[config.mk]
export PLATFORM = sky130hd
export DESIGN_NAME = ls_sequencer_flat
export DESIGN_NICKNAME = d
export VERILOG_FILES = /design/src/rtl/ls_sequencer_if.sv /design/src/rtl/ls_sequencer.sv /design/src/flat_wrapper.sv
export SDC_FILE = /design/constraint.sdc
export NUM_CORES = 1
export LEC_CHECK = 0
export CORE_ASPECT_RATIO = 0.75
export CORE_MARGIN = 2
export CORE_UTILIZATION = 45
export CTS_BUF_LIST = sky130_fd_sc_hd__clkbuf_8
export CTS_CLUSTER_SIZE = 12
export DETAILED_ROUTE_END_ITERATION = 8
export DONT_BUFFER_PORTS = 1
export MAX_ROUTING_LAYER = met4
export PLACE_DENSITY = 0.7
export RECOVER_POWER = 100
export SLEW_MARGIN = 0
export SYNTH_ARGS = -nofsm -noshare
export SYNTH_HDL_FRONTEND = slang
export SYNTH_SLANG_ARGS = --single-unit
export TNS_END_PERCENT = 20
[constraint.sdc]
create_clock -name clk -period 2.23 [get_ports clk]
set_input_delay 0.3345 -clock clk [delete_from_list [all_inputs] [get_ports clk]]
set_output_delay 0.3345 -clock clk [all_outputs]
set_load 0.01 [all_outputs]
[src/rtl/ls_sequencer_if.sv]
// Instruction handshake between the fetch side and the load/store sequencer.
// A transfer happens on a rising clk edge when instr_valid and instr_ready are both 1.
interface ls_sequencer_if;
  logic [31:0] instr;
  logic        instr_valid;
  logic        instr_ready;

  modport master (output instr, output instr_valid, input instr_ready);
  modport slave  (input instr, input instr_valid, output instr_ready);
endinterface

[src/rtl/ls_sequencer.sv]
// Sequences one RV64 LD/SD at a time through decode, address settle, write
// and finish phases, driving register selectors, offset and write enables.
module ls_sequencer #(
  parameter int OFF_W = 5
) (
  input  logic             clk,
  input  logic             rst,
  ls_sequencer_if.slave    bus,
  output logic [4:0]       ra,
  output logic [4:0]       rb,
  output logic [4:0]       rw,
  output logic [OFF_W-1:0] c,
  output logic             we_rf,
  output logic             we_mem,
  output logic             done,
  output logic             illegal,
  output logic [15:0]      retired,
  output logic [2:0]       state_dbg
);

  typedef enum logic [2:0] {
    IDLE   = 3'd0,
    DECODE = 3'd1,
    SETTLE = 3'd2,
    WRITE  = 3'd3,
    FINISH = 3'd4
  } state_t;

  state_t      state, state_next;
  logic [31:0] instr_q;
  logic        is_ld;
  logic        dec_ld, dec_sd, legal;
  logic [11:0] imm;

  assign state_dbg       = state;
  assign bus.instr_ready = (state == IDLE) && !rst;

  always_comb begin
    dec_ld = (instr_q[6:0] == 7'b0000011) && (instr_q[14:12] == 3'b011);
    dec_sd = (instr_q[6:0] == 7'b0100011) && (instr_q[14:12] == 3'b011);
    imm    = dec_sd ? {instr_q[31:25], instr_q[11:7]} : instr_q[31:20];
    // Only small non-negative offsets fit the data memory; anything else is rejected.
    legal  = (dec_ld || dec_sd) && ((imm >> OFF_W) == 12'd0);
  end

  always_comb begin
    state_next = state;
    case (state)
      IDLE:    if (bus.instr_valid) state_next = DECODE;
      DECODE:  state_next = legal ? SETTLE : IDLE;
      SETTLE:  state_next = WRITE;
      WRITE:   state_next = FINISH;
      FINISH:  state_next = IDLE;
      default: state_next = IDLE;
    endcase
  end

  always_ff @(posedge clk) begin
    if (rst) begin
      state   <= IDLE;
      instr_q <= 32'd0;
      is_ld   <= 1'b0;
      ra      <= 5'd0;
      rb      <= 5'd0;
      rw      <= 5'd0;
      c       <= '0;
      we_rf   <= 1'b0;
      we_mem  <= 1'b0;
      done    <= 1'b0;
      illegal <= 1'b0;
      retired <= 16'd0;
    end else begin
      state   <= state_next;
      we_rf   <= 1'b0;
      we_mem  <= 1'b0;
      done    <= 1'b0;
      illegal <= 1'b0;
      case (state)
        IDLE: if (bus.instr_valid) instr_q <= bus.instr;
        DECODE: begin
          if (legal) begin
            ra    <= dec_sd ? instr_q[24:20] : 5'd0;
            rb    <= instr_q[19:15];
            rw    <= dec_ld ? instr_q[11:7] : 5'd0;
            c     <= imm[OFF_W-1:0];
            is_ld <= dec_ld;
          end else begin
            illegal <= 1'b1;
          end
        end
        // Enables are registered here so they are high exactly during WRITE.
        SETTLE: begin
          we_rf  <= is_ld && (rw != 5'd0);
          we_mem <= !is_ld;
        end
        WRITE:   done    <= 1'b1;
        FINISH:  retired <= retired + 16'd1;
        default: ;
      endcase
    end
  end

endmodule

[src/flat_wrapper.sv]
// flat-port wrapper written by rule: the top's interface ports become plain ports
module ls_sequencer_flat 
#(
  parameter int OFF_W = 5
)
  (clk, rst, ra, rb, rw, c, we_rf, we_mem, done, illegal, retired, state_dbg, bus_instr, bus_instr_valid, bus_instr_ready);
  ls_sequencer_if bus_i ();
  input  logic clk;
  input  logic rst;
  output logic [4:0] ra;
  output logic [4:0] rb;
  output logic [4:0] rw;
  output logic [OFF_W-1:0] c;
  output logic we_rf;
  output logic we_mem;
  output logic done;
  output logic illegal;
  output logic [15:0] retired;
  output logic [2:0] state_dbg;
  input wire logic [$bits(bus_i.instr)-1:0] bus_instr;
  input wire logic [$bits(bus_i.instr_valid)-1:0] bus_instr_valid;
  output wire logic [$bits(bus_i.instr_ready)-1:0] bus_instr_ready;
  assign bus_i.instr = bus_instr;
  assign bus_i.instr_valid = bus_instr_valid;
  assign bus_instr_ready = bus_i.instr_ready;
  ls_sequencer #(.OFF_W(OFF_W)) u_core (.clk(clk), .rst(rst), .bus(bus_i), .ra(ra), .rb(rb), .rw(rw), .c(c), .we_rf(we_rf), .we_mem(we_mem), .done(done), .illegal(illegal), .retired(retired), .state_dbg(state_dbg));
endmodule
==> impl_results.md, run 1 <==
- Crit end category: register
- Pin count of the biggest net entering global routing: 79
- Final hold slack: 0.05956 ns
- WP data arrival: 2.19 ns
- Predominant post-synthesis flop cell: dfxtp_1
- Vias: 2429
- Layout cell share with drive strength beyond 1: 0.07303
- Post-synth EDFFs: 0
- Tot GR Track Use: 0.1867
- Clock Skew: 0.01153 ns
- Min Clock Period, post-route: 1.908 ns
- Nets@finish: 387
- Fillers: 634
- Pre-CTS setup slack: between 0.3 and 0.4 ns
- Seq/Total Area, Yosys: 0.4957
- Hold Startpoint: rst
- Yosys top cell by area: dfxtp_1
- Area of the die: around 0.0075 sq mm
- Syn Nets: 393
- Initial drt markers: around 120
- Worst-path fanout max: 8
- Pwr/cell area: 801.1 mW/mm^2
- Unique masters post-synth: 37
- Vias in the first global route: 2133
- Placed cell count: ~420
- DP HPWL: 4613 microns
- DRC: 0
- Synth async-reset ratio: 0
- Num CTS Buffers: 9
- Die Ht: around 76 microns
- Final Hold Viols: 0
- Core area: 0.006701 sq mm
- H-tree levels: 3
- Gpl congestion: 0.7552
- CTS sink cnt: 76
- Clock-pin slew on the worst setup and hold paths: ~0.08 ns
- Fin area: 0.003301 sq mm
- Root Buffer: clkbuf_8
- DRT Pass-1 Iters: 4
- Placement row count: 26
- Cts hold-fix bufs: 0
- Max-Cap Viols: 0
- IO buf count: 0
- Area delta synth->final: 7.542%
- Post-Route WL: 6736 microns
- CTS tree: yes
- ANT cells: 0
- Final period util: 0.8558
- Final cell utilization of the core: 0.4925
- Slew Limit Fails: 0
- Mean post-synth cell area: ~8.6 sq um
- Post-CTS Setup Bufs: 0
- IO Count: slightly below 80
- Initial core utilization: 0.4580
- WL met2: 2912 microns
- Status: finished clean
- Chip width: 99.36 microns
- Gate Count Post-Synth: 357
- Slew @ Worst Pin: 0.6697 ns
- Syn. warnings: 0
- Clock tree buffer depth: 2
- Met1 wire length: 3118 microns
- # resized after CTS: 0
- R2r startpoint: u_core.state_dbg[2]
- Hold Crit Class: in2reg
- Setup Crit Path Kind: reg2reg
- Overflow after GRT: 0
- Fmax: 524.0 MHz
- Highest routed layer: met4
- DP Area: roughly 0.0031 sq mm
- Seq cells post-synth: 76
- First-pass GRT wire length: between 10000 and 15000 microns
- Setup TNS: 0 ns
- Lkg Pwr: 1.123 nW
- CP required: 2.51 ns
- Most common cell after layout, fill and taps aside: dfxtp_1
- Setup ws final: 0.3215 ns
- Met3 WL: ~640 microns
- Initial antenna violation count: 0
- WL per Instance: 15.31 microns
- Routed Antenna Nets: 0
- Largest cells by area after synthesis: dfxtp_1 (50%), a21oi_1 (9.1%), nand2_1 (8.8%)
- Yosys top cell area share: 0.4957
- Power Total: around 2.6 mW
- Vias/cell: 5.520
- Startpoint class of the critical path: register
- Unrepaired setup endpoints after global routing: no
- Setup-failing EPs final: 0
- Commonest cells after routing, fill and taps aside: dfxtp_1 (76), nand2_1 (72), a21oi_1 (56)
- Fin cells: 440
- Worst Setup SP: u_core.state_dbg[2]
- Worst vdd ir: 0.3870 mV
- Post-Syn Area: 0.003069 sq mm
- Max-slew headroom: 0.5535
- Worst-Skew Late Latency: 0.35 ns
-- registers in the layout, indices dropped and copies added, names as in the netlist, 3 cells and up --
register	flops
u_core.rb	5
u_core.state_dbg	3
u_core.c	5
u_core.retired	16
u_core.instr_q	32
u_core.ra	5
u_core.rw	5
-- path summary, 6_finish.rpt --
check	slack, ns	to	cells after the start
worst max-delay path	0.32	u_core.retired[14]	5
worst min-delay path	0.06	u_core.retired[1]	1
worst max register to register	0.32	u_core.retired[14]	5
worst min register to register	0.45	u_core.instr_q[26]	2
-- cells by family (layout without fill, tap and decap cells) --
group           Yosys count  after routing  share of synthesized area
fa+ha+maj                 1              1                   0.004076
mux                       5              5                    0.01631
simple gates            149            149                     0.2524
buf+inv                  33             32                    0.05503
compound gates           84             84                     0.1508
flops                    76             76                     0.4957
xor+xnor                  9              9                    0.02568
-- area by class of cell --
| cell class | instances | area, sq um | share of cell area |
|---|---|---|---|
| Clock buffer | 13 | 178.9 | 0.05421 |
| Clock inverter | 3 | 42.54 | 0.01289 |
| Inverter | 6 | 22.52 | 0.006823 |
| Multi-Input combinational cell | 248 | 1376 | 0.4170 |
| Sequential cell | 76 | 1521 | 0.4610 |
| Tap cell | 84 | 105.1 | 0.03184 |
| Timing Repair Buffer | 10 | 53.80 | 0.01630 |
-- cell usage after synthesis (all sizes together) (5+ instances only) --
library cell	instances
clkbuf	15
a21oi	56
xor2	6
a211oi	5
nand3	15
dfxtp	76
o32ai	5
o21ai	13
nand4	8
inv	6
and3	8
nand2b	5
nand2	72
buf	12
mux2i	5
nor2	14
-- report_power, final --
| part | internal [mW] | leakage [nW] | total, mW | switching [mW] |
|---|---|---|---|---|
| logic | 0.0417 | 0.394 | 0.109 | 0.0674 |
| clock network | 0.637 | 0.112 | 1.12 | 0.479 |
| registers | 1.39 | 0.618 | 1.42 | 0.0258 |
-- critical path, stage by stage (launching register included) --
cell and delay, ns:
dfxtp_1 0.49, clkbuf_1 0.26, and4bb_4 0.34, nand3_4 0.10, or4_1 0.49, a21oi_1 0.14
-- routing by layer --
layer | vias up | GRT usage
met5 | - | -
met4 | 0 | 0.04566
met3 | 6 | 0.1028
met2 | 68 | 0.2470
met1 | 1124 | 0.2457
li1 | 1231 | -
(Power assumes the default switching activity.)
==> run 2: changes to the inputs <==
--- a/config.mk
+++ b/config.mk
@@ -11,10 +11,10 @@
 export CTS_BUF_LIST = sky130_fd_sc_hd__clkbuf_8
 export CTS_CLUSTER_SIZE = 12
 export DETAILED_ROUTE_END_ITERATION = 8
-export DONT_BUFFER_PORTS = 1
 export MAX_ROUTING_LAYER = met4
-export PLACE_DENSITY = 0.7
+export PLACE_DENSITY = 0.85
 export RECOVER_POWER = 100
+export SETUP_SLACK_MARGIN = 0.3
 export SLEW_MARGIN = 0
 export SYNTH_ARGS = -nofsm -noshare
 export SYNTH_HDL_FRONTEND = slang
==> run 2 against run 1 <==
Effect of this change:
- sequential share of layout area shrank 8.6 points
- global-route usage up 2.6 points
- non-clock buffer count rose by 79
- routed wire length up 11%
- setup slack got worse by 0.030 ns
- power shrank 1.3%
- cell area grew 23%
- die area unchanged
- clock power is 11% lower
- combinational power up 83%
- utilization grew 11 points
- highest routed layer unchanged
==> impl_results.md, run 2 (synthesis gave the netlist of run 1 again) <==
- IO Count: 79 (unchanged)
- Final hold slack: 0.4612 ns (was 0.05956 ns)
- Tot GR Track Use: 0.2129 (was 0.1867)
- Worst Setup EP: u_core.c[1] (was u_core.retired[14])
- Commonest cells after routing, fill and taps aside: dfxtp_1 (76), nand2_1 (72), a21oi_1 (56) (unchanged)
- Overflow after GRT: 0 (unchanged)
- Worst Setup SP: u_core.instr_q[2] (was u_core.state_dbg[2])
- Nets@finish: 466 (was 387)
- Die Ht: 75.52 microns (unchanged)
- Worst R2R Path Depth: 4 (was 5)
- Chip width: 99.36 microns (unchanged)
- Hold Crit Class: reg2reg (was in2reg)
- Placed cell count: 503 (was 424)
- Max-slew headroom: 0.03465 (was 0.5535)
- CTS tree: yes (unchanged)
- Initial core utilization: 0.4580 (unchanged)
- Clock tree buffer depth: 2 (unchanged)
- Layout cell share with drive strength beyond 1: 0.06667 (was 0.07303)
- Core area: 0.006701 sq mm (unchanged)
- Slew @ Worst Pin: 1.448 ns (was 0.6697 ns)
- Lkg Pwr: 1.563 nW (was 1.123 nW)
- IO buf count: 78 (was 0)
- Setup-failing EPs final: 0 (unchanged)
- Root Buffer: clkbuf_8 (unchanged)
- Worst-path fanout max: 10 (was 8)
- CP required: 2.39 ns (was 2.51 ns)
- Setup ws final: 0.2914 ns (was 0.3215 ns)
- Post-Route WL: 7503 microns (was 6736 microns)
- Initial drt markers: 152 (was 119)
- Fin area: 0.004059 sq mm (was 0.003301 sq mm)
- R2r setup slk: 0.29 ns (was 0.32 ns)
- WP data arrival: 2.09 ns (was 2.19 ns)
- Unrepaired setup endpoints after global routing: yes (was no)
- DRT Pass-1 Iters: 5 (was 4)
- Power Total: 2.609 mW (was 2.644 mW)
- Num CTS Buffers: 9 (unchanged)
- R2r startpoint: u_core.instr_q[2] (was u_core.state_dbg[2])
- Pwr/cell area: 642.8 mW/mm^2 (was 801.1 mW/mm^2)
- Crit end category: register (unchanged)
- H-tree levels: 3 (unchanged)
- Vias: 2788 (was 2429)
- Max reg flops: 32 (unchanged)
- Clock Skew: 0.01198 ns (was 0.01153 ns)
- Fin cells: 519 (was 440)
- Vias in the first global route: 2568 (was 2133)
- DP Area: 0.003895 sq mm (was 0.003112 sq mm)
- First-pass GRT wire length: 12130 microns (was 10540 microns)
- DRC: 0 (unchanged)
- Placement row count: 26 (unchanged)
- Setup TNS: 0 ns (unchanged)
- Final cell utilization of the core: 0.6057 (was 0.4925)
- Gpl congestion: 0.8108 (was 0.7552)
- Initial antenna violation count: 0 (unchanged)
- Status: finished clean (unchanged)
- WL per Instance: 14.46 microns (was 15.31 microns)
- Pre-CTS setup slack: 0.1867 ns (was 0.3482 ns)
- Fmax: 515.8 MHz (was 524.0 MHz)
- Final period util: 0.8693 (was 0.8558)
- Post-CTS Setup Bufs: 0 (unchanged)
- Min Clock Period, post-route: 1.939 ns (was 1.908 ns)
- Vias/cell: 5.372 (was 5.520)
- Final Hold Viols: 0 (unchanged)
- Most common cell after layout, fill and taps aside: dfxtp_1 (unchanged)
- Max-Cap Viols: 0 (unchanged)
- Area delta synth->final: 32.25% (was 7.542%)
- Worst vdd ir: 0.2712 mV (was 0.3870 mV)
- Routed Antenna Nets: 0 (unchanged)
- CTS sink cnt: 76 (unchanged)
- Reg-to-Reg End: u_core.c[1] (was u_core.retired[14])
- Top Registers: u_core.instr_q (32), u_core.retired (16) (unchanged)
- Most flops, register: u_core.instr_q (unchanged)
- ANT cells: 0 (unchanged)
- Cts hold-fix bufs: 0 (unchanged)
- Setup Crit Path Kind: reg2reg (unchanged)
- Pin count of the biggest net entering global routing: 78 (was 79)
- Worst-Skew Late Latency: 0.34 ns (was 0.35 ns)
- DP HPWL: 5202 microns (was 4613 microns)
- Clock-pin slew on the worst setup and hold paths: 0.08 ns (about the same)
- Startpoint class of the critical path: register (unchanged)
- Slew Limit Fails: 0 (unchanged)
- Area of the die: 0.007504 sq mm (unchanged)
[run 2: area by class of cell]
| cell class | count | area (sq um) |
|---|---|---|
| Clock inverter | 7 | 60.06 |
| Timing Repair Buffer | 89 | 849.6 |
| Tap cell | 84 | 105.1 |
| Multi-Input combinational cell | 248 | 1376 |
| Fill cell | 583 | 2643 |
| Clock buffer | 9 | 123.9 |
| Sequential cell | 76 | 1521 |
| Inverter | 6 | 22.52 |
[run 2: timing repair]
item,4_1_cts,5_1_grt
endpoints found under the hold margin,0,0
gates resized for setup,3,1
setup endpoints to repair,2,16
[run 2: worst max-delay path, stage by stage (launching register included)]
cell and delay [ns]:
dfxtp_1 0.32, nor4b_1 0.46, and4b_1 0.60, mux2i_1 0.27, a211oi_1 0.10
[run 2: metal layers]
| layer | wire, microns | global-route usage |
|---|---|---|
| met2 | 3555 | 0.3221 |
| met4 | 87 | 0.06545 |
| met3 | 429 | 0.05688 |
| met5 | 0 | - |
| met1 | 3431 | 0.2824 |
[run 2: how the worst min path moves through the flow]
stage / startpoint / endpoint / slack, ns / depth (start not counted)
4_1_cts: u_core.instr_q[27] / u_core.instr_q[27] / 0.46 / 2
3_3_place_gp: u_core.instr_q[26] / u_core.instr_q[26] / 0.44 / 2
6_report: u_core.instr_q[4] / u_core.instr_q[4] / 0.46 / 2
2_1_floorplan: u_core.is_ld / u_core.we_mem / 0.40 / 1
3_5_place_dp: u_core.instr_q[27] / u_core.instr_q[27] / 0.45 / 2
5_1_grt: u_core.instr_q[16] / u_core.instr_q[16] / 0.47 / 2
[run 2: power by group]
part           total, mW  internal, mW  switching, mW
registers           1.42          1.39         0.0256
clock network      0.992         0.503          0.488
logic              0.200         0.100         0.0991
total               2.61          2.00          0.613
==> run 3: changes to the inputs <==
--- a/config.mk
+++ b/config.mk
@@ -12,7 +12,7 @@
 export CTS_CLUSTER_SIZE = 12
 export DETAILED_ROUTE_END_ITERATION = 8
 export MAX_ROUTING_LAYER = met4
-export PLACE_DENSITY = 0.85
+export PLACE_DENSITY = 0.86
 export RECOVER_POWER = 100
 export SETUP_SLACK_MARGIN = 0.3
 export SLEW_MARGIN = 0
==> constraint.sdc (replaced) <==
create_clock -name clk -period 2.23 [get_ports clk]
set_input_delay 0.3345 -clock clk [delete_from_list [all_inputs] [get_ports clk]]
set_output_delay 0.3345 -clock clk [all_outputs]
set_load 0.05 [all_outputs]
==> run 3 against run 2 <==
Effect of this change:
- routed wire length increased by 4.3%
- count of clock-buffer cells in the layout unchanged
- cell count unchanged
- register-to-register slack got worse by 0.04 ns
- combinational power grew 7%
- setup slack lost 0.076 ns
- non-clock buffer count unchanged
- critical path depth fell by 3
- critical path type is now reg2out
- critical endpoint is now retired[11]
- largest cell class unchanged
==> impl_results.md, run 3 (synthesis gave the netlist of run 1 again) <==
- Status: finished clean (unchanged)
- IO buf count: 78 (unchanged)
- Slew @ Worst Pin: 0.6036 ns (was 1.448 ns)
- Pwr/cell area: 679.1 mW/mm^2 (was 642.8 mW/mm^2)
- Top Registers: u_core.instr_q (32), u_core.retired (16) (unchanged)
- Hold Crit Class: in2reg (was reg2reg)
- Internal: 2.120 mW (was 1.996 mW)
- Gpl congestion: 0.8453 (was 0.8108)
- Area delta synth->final: 33.71% (was 32.25%)
- Cells along the critical path: dlygate4sd3_1 (was nor4b_1 > and4b_1 > mux2i_1 > a211oi_1)
- Clock Skew: 0.01753 ns (was 0.01198 ns)
- Vias in the first global route: 2476 (was 2568)
- Vias/cell: 5.505 (was 5.372)
- Setup ws final: 0.2153 ns (was 0.2914 ns)
- Die Ht: 75.52 microns (unchanged)
- First-pass GRT wire length: 12050 microns (was 12130 microns)
- CP max stage cell: dlygate4sd3_1 (was and4b_1)
- CP required: 1.90 ns (was 2.39 ns)
- Core area: 0.006701 sq mm (unchanged)
- Seq pwr share: 0.509 (was 0.544)
- Clock tree buffer depth: 2 (unchanged)
- Vias: 2857 (was 2788)
- Min Clock Period, post-route: 2.015 ns (was 1.939 ns)
- Most flops, register: u_core.instr_q (unchanged)
- R2r setup slk: 0.25 ns (was 0.29 ns)
- Num CTS Buffers: 9 (unchanged)
- Initial drt markers: 237 (was 152)
- Clock-pin slew on the worst setup and hold paths: 0.09 ns (was 0.08 ns)
- Max-slew headroom: 0.5993 (was 0.03465)
- Largest incremental delay on the critical path: 0.90 ns (was 0.60 ns)
- CTS tree: yes (unchanged)
- Unrepaired setup endpoints after global routing: yes (unchanged)
- Pre-CTS setup slack: 0.2197 ns (was 0.1867 ns)
- Worst-path fanout max: 7 (was 10)
- ANT cells: 0 (unchanged)
- Post-CTS Setup Bufs: 0 (unchanged)
- Hold Path Depth: 2 (unchanged)
- Worst hold endpoint: u_core.retired[6] (was u_core.instr_q[4])
- Max reg flops: 32 (unchanged)
- Startpoint class of the critical path: register (unchanged)
- WP data arrival: 1.68 ns (was 2.09 ns)
- Logic gate share of total power: 0.077 (was 0.076)
- Root Buffer: clkbuf_8 (unchanged)
- Post-Route WL: 7825 microns (was 7503 microns)
- Final period util: 0.9035 (was 0.8693)
- Critical path buffer and inverter count: 1 (was 0)
- Reg-to-Reg End: u_core.instr_q[6] (was u_core.c[1])
- Slew Limit Fails: 0 (unchanged)
- Commonest cells after routing, fill and taps aside: dfxtp_1 (76), nand2_1 (72), a21oi_1 (56) (unchanged)
- Sw Share: 0.2393 (was 0.2350)
- Overflow after GRT: 0 (unchanged)
- Nets@finish: 466 (unchanged)
- Fmax: 496.4 MHz (was 515.8 MHz)
- Family with the most delay on the worst path: buffers and inverters (was simple AND/OR/NAND/NOR gates)
- DP HPWL: 5315 microns (was 5202 microns)
- R2r startpoint: u_core.state_dbg[1] (was u_core.instr_q[2])
- Worst-Skew Late Latency: 0.36 ns (was 0.34 ns)
- DRT Pass-1 Iters: 4 (was 5)
- Most common cell after layout, fill and taps aside: dfxtp_1 (unchanged)
- Fin area: 0.004104 sq mm (was 0.004059 sq mm)
- Routed Antenna Nets: 0 (unchanged)
- H-tree levels: 3 (unchanged)
- Initial antenna violation count: 0 (unchanged)
- Pin count of the biggest net entering global routing: 58 (was 78)
- Chip width: 99.36 microns (unchanged)
- DP Area: 0.003918 sq mm (was 0.003895 sq mm)
- Setup TNS: 0 ns (unchanged)
- Clock power frac: 0.413 (was 0.380)
- Final Hold Viols: 0 (unchanged)
- Lkg Pwr: 1.569 nW (was 1.563 nW)
- Layout cell share with drive strength beyond 1: 0.07816 (was 0.06667)
- Hold Startpoint: rst (was u_core.instr_q[4])
- IO Count: 79 (unchanged)
- Setup-failing EPs final: 0 (unchanged)
- Initial core utilization: 0.4580 (unchanged)
- Net Switching: 0.6670 mW (was 0.6131 mW)
- Setup Crit Path Kind: reg2out (was reg2reg)
- Worst R2R Path Depth: 5 (was 4)
- Max-Cap Viols: 0 (unchanged)
- Crit end category: primary output (was register)
- Area of the die: 0.007504 sq mm (unchanged)
- Placement row count: 26 (unchanged)
- WL per Instance: 15.08 microns (was 14.46 microns)
- CTS sink cnt: 76 (unchanged)
- Worst vdd ir: 0.4199 mV (was 0.2712 mV)
- Fillers: 580 (was 583)
- Tot GR Track Use: 0.2122 (was 0.2129)
- DRC: 0 (unchanged)
[run 3: cell types whose count changed in the layout (fill, tap and decap cells not counted), sizes merged]
cell,previous run,this run
buf,9,10
bufinv,1,2
clkbuf,12,15
clkdlybuf4s50,34,33
clkinv,3,4
dlygate4sd2,1,2
dlygate4sd3,42,38
inv,8,6
[run 3: power by group through the flow]
stage                     clock (mW)  sequential [mW]  combinational (mW)
final                           1.15             1.42               0.215
after global routing            1.22             1.42               0.234
after CTS                       1.17             1.42               0.218
after detailed placement           0             1.45               0.215
after global placement             0             1.45               0.210
after floorplan                    0             1.45               0.122
[run 3: worst max-delay path by stage]
stage                               endpoint           startpoint  slack (ns)  cells past startpoint
after floorplan           u_core.retired[15]  u_core.state_dbg[2]        0.21                      5
after CTS                        retired[10]   u_core.retired[10]        0.21                      1
after global placement    u_core.instr_q[15]      bus_instr_valid        0.28                      5
after detailed placement   u_core.instr_q[6]      bus_instr_valid        0.22                      5
final                            retired[11]   u_core.retired[11]        0.22                      1
after global routing             u_core.c[1]  u_core.state_dbg[2]        0.11                      6
[run 3: stage by stage]
stage,cells,utilization,hold WS [ns],total power [mW]
2_1_floorplan,357,-,0.4040,1.569
3_3_place_gp,503,0.5846,0.4415,1.658
3_5_place_dp,503,0.5846,0.4497,1.665
4_1_cts,519,0.6163,0.3966,2.804
5_1_grt,519,0.6124,0.4183,2.880
6_report,519,0.6124,0.4018,2.787
[run 3: final cells by class]
| class | count | area [sq um] | area share |
|---|---|---|---|
| flip-flops and latches | 76 | 1521 | 0.3707 |
| multi-input cells | 248 | 1406 | 0.3427 |
| repair buffers | 89 | 833.3 | 0.2030 |
| clock buffers | 9 | 123.9 | 0.03018 |
| well taps | 84 | 105.1 | 0.02561 |
| clock inverters | 7 | 91.34 | 0.02226 |
| inverters | 6 | 22.52 | 0.005488 |
[run 3: timing repair]
item | CTS | global route
endpoints found under the setup margin | 11 | 30
resized for setup | 2 | 5
hold buffers | 0 | 0
gates cloned | 0 | 0
[run 3: layer usage]
| metal | track usage | vias up | routed length (microns) |
|---|---|---|---|
| li1 | - | 1398 | - |
| met1 | 0.2743 | 1343 | 3494 |
| met2 | 0.3236 | 102 | 3594 |
| met3 | 0.06789 | 14 | 587 |
| met4 | 0.05936 | 0 | 148 |
| met5 | - | - | 0 |
